===== config.mk =====
export PLATFORM = sky130hd
export DESIGN_NAME = instr_encoder
export DESIGN_NICKNAME = d
export VERILOG_FILES = /design/src/rtl/instr_encoder.sv
export SDC_FILE = /design/constraint.sdc
export NUM_CORES = 1
export LEC_CHECK = 0
export CAP_MARGIN = 0
export CELL_PAD_IN_SITES_DETAIL_PLACEMENT = 1
export CELL_PAD_IN_SITES_GLOBAL_PLACEMENT = 2
export CORE_MARGIN = 4
export CORE_UTILIZATION = 35
export DETAILED_ROUTE_END_ITERATION = 7
export PLACE_DENSITY = 0.95
export SLEW_MARGIN = 20
export SYNTH_ARGS = -nofsm -noshare
export SYNTH_HDL_FRONTEND = slang
export SYNTH_SLANG_ARGS = --single-unit
export TNS_END_PERCENT = 50

===== constraint.sdc =====
create_clock -name clk -period 3.3 [get_ports clk]
set_input_delay 0.495 -clock clk [delete_from_list [all_inputs] [get_ports clk]]
set_output_delay 0.495 -clock clk [all_outputs]
set_load 0.005 [all_outputs]

===== src/rtl/instr_encoder.sv =====
// Instruction encoder: packs R/I-type field sets into 16-bit words
// and buffers them in a small FIFO towards a valid/ready consumer.
module instr_encoder #(
    parameter int DEPTH = 2
) (
    input  logic        clk,
    input  logic        reset,
    input  logic        in_valid,
    output logic        in_ready,
    input  logic        fmt,
    input  logic [3:0]  opcode,
    input  logic        m,
    input  logic [2:0]  rd,
    input  logic [2:0]  rs1,
    input  logic [2:0]  rs2,
    input  logic [4:0]  imm,
    output logic        out_valid,
    input  logic        out_ready,
    output logic [15:0] instr,
    output logic [7:0]  enc_count
);

    localparam int AW = $clog2(DEPTH);
    localparam int CW = $clog2(DEPTH + 1);
    localparam logic [CW-1:0] FULL_CNT = CW'(DEPTH);

    typedef enum logic [1:0] {
        EMPTY,
        PARTIAL,
        FULL
    } state_e;

    state_e          state_q, state_d;
    logic [CW-1:0]   count_q, count_d;
    logic [AW-1:0]   wr_ptr_q, wr_ptr_d;
    logic [AW-1:0]   rd_ptr_q, rd_ptr_d;
    logic [7:0]      enc_count_q, enc_count_d;
    logic [15:0]     mem_q [DEPTH];
    logic [15:0]     word;
    logic            push;
    logic            pop;

    // Handshake status comes only from the registered occupancy state.
    assign in_ready  = (state_q != FULL);
    assign out_valid = (state_q != EMPTY);
    assign push      = in_valid && in_ready;
    assign pop       = out_valid && out_ready;
    assign instr     = out_valid ? mem_q[rd_ptr_q] : 16'h0000;
    assign enc_count = enc_count_q;

    // Pack the presented field set into the selected instruction format.
    always_comb begin
        word = 16'h0000;
        if (fmt) begin
            word = {opcode, m, rd, rs1, imm};
        end else begin
            word = {opcode, rd, rs1, rs2, 3'b000};
        end
    end

    // Next pointers, occupancy, delivered-word count and occupancy state.
    always_comb begin
        wr_ptr_d    = wr_ptr_q;
        rd_ptr_d    = rd_ptr_q;
        count_d     = count_q;
        enc_count_d = enc_count_q;
        state_d     = state_q;
        if (push) begin
            wr_ptr_d = wr_ptr_q + AW'(1);
        end
        if (pop) begin
            rd_ptr_d    = rd_ptr_q + AW'(1);
            enc_count_d = enc_count_q + 8'd1;
        end
        unique case ({push, pop})
            2'b10:   count_d = count_q + CW'(1);
            2'b01:   count_d = count_q - CW'(1);
            default: count_d = count_q;
        endcase
        if (count_d == '0) begin
            state_d = EMPTY;
        end else if (count_d == FULL_CNT) begin
            state_d = FULL;
        end else begin
            state_d = PARTIAL;
        end
    end

    // Control state register; reset empties the buffer at once.
    always_ff @(posedge clk or posedge reset) begin
        if (reset) begin
            state_q     <= EMPTY;
            count_q     <= '0;
            wr_ptr_q    <= '0;
            rd_ptr_q    <= '0;
            enc_count_q <= 8'h00;
        end else begin
            state_q     <= state_d;
            count_q     <= count_d;
            wr_ptr_q    <= wr_ptr_d;
            rd_ptr_q    <= rd_ptr_d;
            enc_count_q <= enc_count_d;
        end
    end

    // Storage captures the packed word at acceptance; contents are
    // masked by out_valid so they need no reset.
    always_ff @(posedge clk) begin
        if (push) begin
            mem_q[wr_ptr_q] <= word;
        end
    end

endmodule


==> impl_metrics.ini <==
[route]
dr.pass1.iters = 4
wl_um = 4103
dr.first_iter.drc_count = 78
drtAntennaViolNets = 0
detail_route.wl_per_cell_um = 16.09
dr_total_vias = 1195
drc_errors = 0
via_per_inst = 4.686

[sta]
setup_violations = 0
rsz0062_at_grt = no
tns_ns = 0
worstMarginPinSlew_ns = 0.9086
finalCriticalPeriod_ns = 2.598
final.setup_skew_ns = 0.006721
period_share = 0.7874
setup_ws_ns = 0.7017
relSlewSlack = 0.3942
fmax_mhz = 384.9
hold_violations = 0
slew_viol_final = 0

[synthesis]
avgSynthCellArea_sq_um = 14.54
netlist_area_sq_mm = 0.001891
yosysWarningCount = 0
synthesis.nets = 156
synthCells = 130
synth_seq_cells = 45
ys_seq_area_frac = 0.6803
ys_types = 23

[layout]
diodes = 0
layout_common_cells = 49 x clkdlybuf4s50_1, 32 x edfxtp_1, 18 x nor2_1
drive_gt1_frac = 0.1027
area_growth_pct = 34.81
final_nets = 210
nFillCells = 522
final_common_cell = clkdlybuf4s50_1

[cts]
cts_resized = 0
cts_num_sinks = 45
clk_path_buf_depth = 2
cts_setup_buffers = 0
htreeDepth = 2
cts_buffers = 5
cts_tree = yes
clk_pin_slew_ns = 0.08
clkLatencyLatePin_ns = 0.29
cts_hold_buffers = 0
root_buffer = clkbuf_8

[pwr]
power.density_mw_per_mm2 = 791.1
p_leak_nw = 0.9855
p_total_mw = 2.016
irDropWorstVdd_mv = 0.3243

[min_path]
hold_class = flip-flop to flip-flop

[grt]
antenna_found_initial = 0
grt_use_met2 = 0.2288
grt_use_met1 = 0.1690
grt_overflow = 0
grt_pass1_wl_um = 6617
use_met3 = 0.04167
grt_pass1_vias = 1295
grt_max_degree = 18
grt_busiest_layer = met2
grt_use_total = 0.1356

[placed_design]
numPortBuffers = 49
place.gp.congestion = 0.7611
pre_cts_slack_ns = 0.9304
place_hpwl_um = 3075

[die]
die_h_um = 81.50
die_w_um = 81.50
design.die.area_sq_mm = 0.006641
initial_core_util = 0.3655
core_sq_mm = 0.005172
pin_count = 50
fp-row-count = 26

[critical_path]
crit_buf_inv = 1
worst_setup_path_start_kind = flip-flop
cpMaxStageDelayCell = dfrtp_1
cp_top_family = flip-flops
path_max_fanout = 17
end_kind = primary output
cpPeakStageDelay_ns = 0.95
worstPathRequired_ns = 2.80
crit_chain = mux2i_1, nor2_1, clkdlybuf4s50_1
cp.arrival_ns = 2.10
critical_path_class = flip-flop to primary output

[outcome]
status = finished, final reports clean

[flow_run]
cap_violations = 0
-- per-layer routing --
layer | wire length (um) | up-vias
met3 | 251 | 5
li1 | - | 571
met4 | 42 | 0
met2 | 2081 | 34
met1 | 1727 | 585
met5 | 0 | -
-- worst paths after layout --
check,startpoint,endpoint,slack [ns],cells past startpoint
worst max-delay path,rd_ptr_q,instr[7],0.70,3
max in group asynchronous,reset,enc_count[1],2.41,2
min in group asynchronous,reset,enc_count[0],0.54,2
worst max register to register,state_q[0],state_q[1],1.28,5
worst min-delay path,enc_count[7],enc_count[7],0.48,1
worst min register to register,enc_count[7],enc_count[7],0.48,1
-- cells in the mapped netlist --
cell type   n  area (sq um)
clkbuf_1    1         3.750
and4_1      1         8.760
xnor2_1    10         87.58
dfrtp_1    13         325.3
xor2_1      1         8.760
o21ai_0     1         5.000
buf_1       1         3.750
nand2_1     6         22.52
o21ai_2     1         8.760
a21oi_1     1         5.000
mux2i_1    16         160.2
nand2b_1    1         6.260
buf_2       2         10.01
and2_1      3         18.77
mux2_2      9         101.4
clkinv_1    1         3.750
ha_1        2         25.02
nand4_1     4         25.02
inv_1       2         7.510
or3_1       1         6.260
nor2_1     18         67.56
edfxtp_1   32         960.9
and3_1      3         18.77
-- where the power goes --
group | leakage [nW] | switching [mW] | internal, mW | total, mW
Sequential | 0.464 | 0.144 | 0.776 | 0.921
Clock | 0.0450 | 0.174 | 0.147 | 0.321
Combinational | 0.477 | 0.313 | 0.462 | 0.775
Total | 0.985 | 0.631 | 1.39 | 2.02
-- kinds of logic after synthesis --
family,count (synthesis),synth area share
compound gates,3,0.009923
buf+inv,7,0.01522
flops,45,0.6803
xor+xnor,11,0.05096
mux,25,0.1383
simple gates,37,0.09199
fa+ha+maj,2,0.01323
-- area by class of cell --
class / instances / area, sq um / share of cell area
Clock buffer: 6 / 72.57 / 0.02847
Clock inverter: 2 / 10.01 / 0.003927
Inverter: 3 / 11.26 / 0.004418
Multi-Input combinational cell: 78 / 575.6 / 0.2258
Sequential cell: 45 / 1286 / 0.5047
Tap cell: 70 / 87.58 / 0.03436
Timing Repair Buffer: 51 / 505.5 / 0.1983
-- sequential cells by signal (all words and copies together) (netlist names) --
signal / cells
state_q: 2
enc_count: 8
count_q: 1
rd_ptr_q: 1
mem_q: 32
wr_ptr_q: 1
-- metrics by stage --
step / hold WS, ns / util / area, sq um / instances
2_1_floorplan: 0.3720 / - / 1891 / 130
3_3_place_gp: 0.4584 / 0.4768 / 2466 / 247
3_5_place_dp: 0.4758 / 0.4768 / 2466 / 247
4_1_cts: 0.4897 / 0.4927 / 2549 / 255
5_1_grt: 0.5175 / 0.4927 / 2549 / 255
6_report: 0.4814 / 0.4927 / 2549 / 255
(Power assumes the default switching activity.)
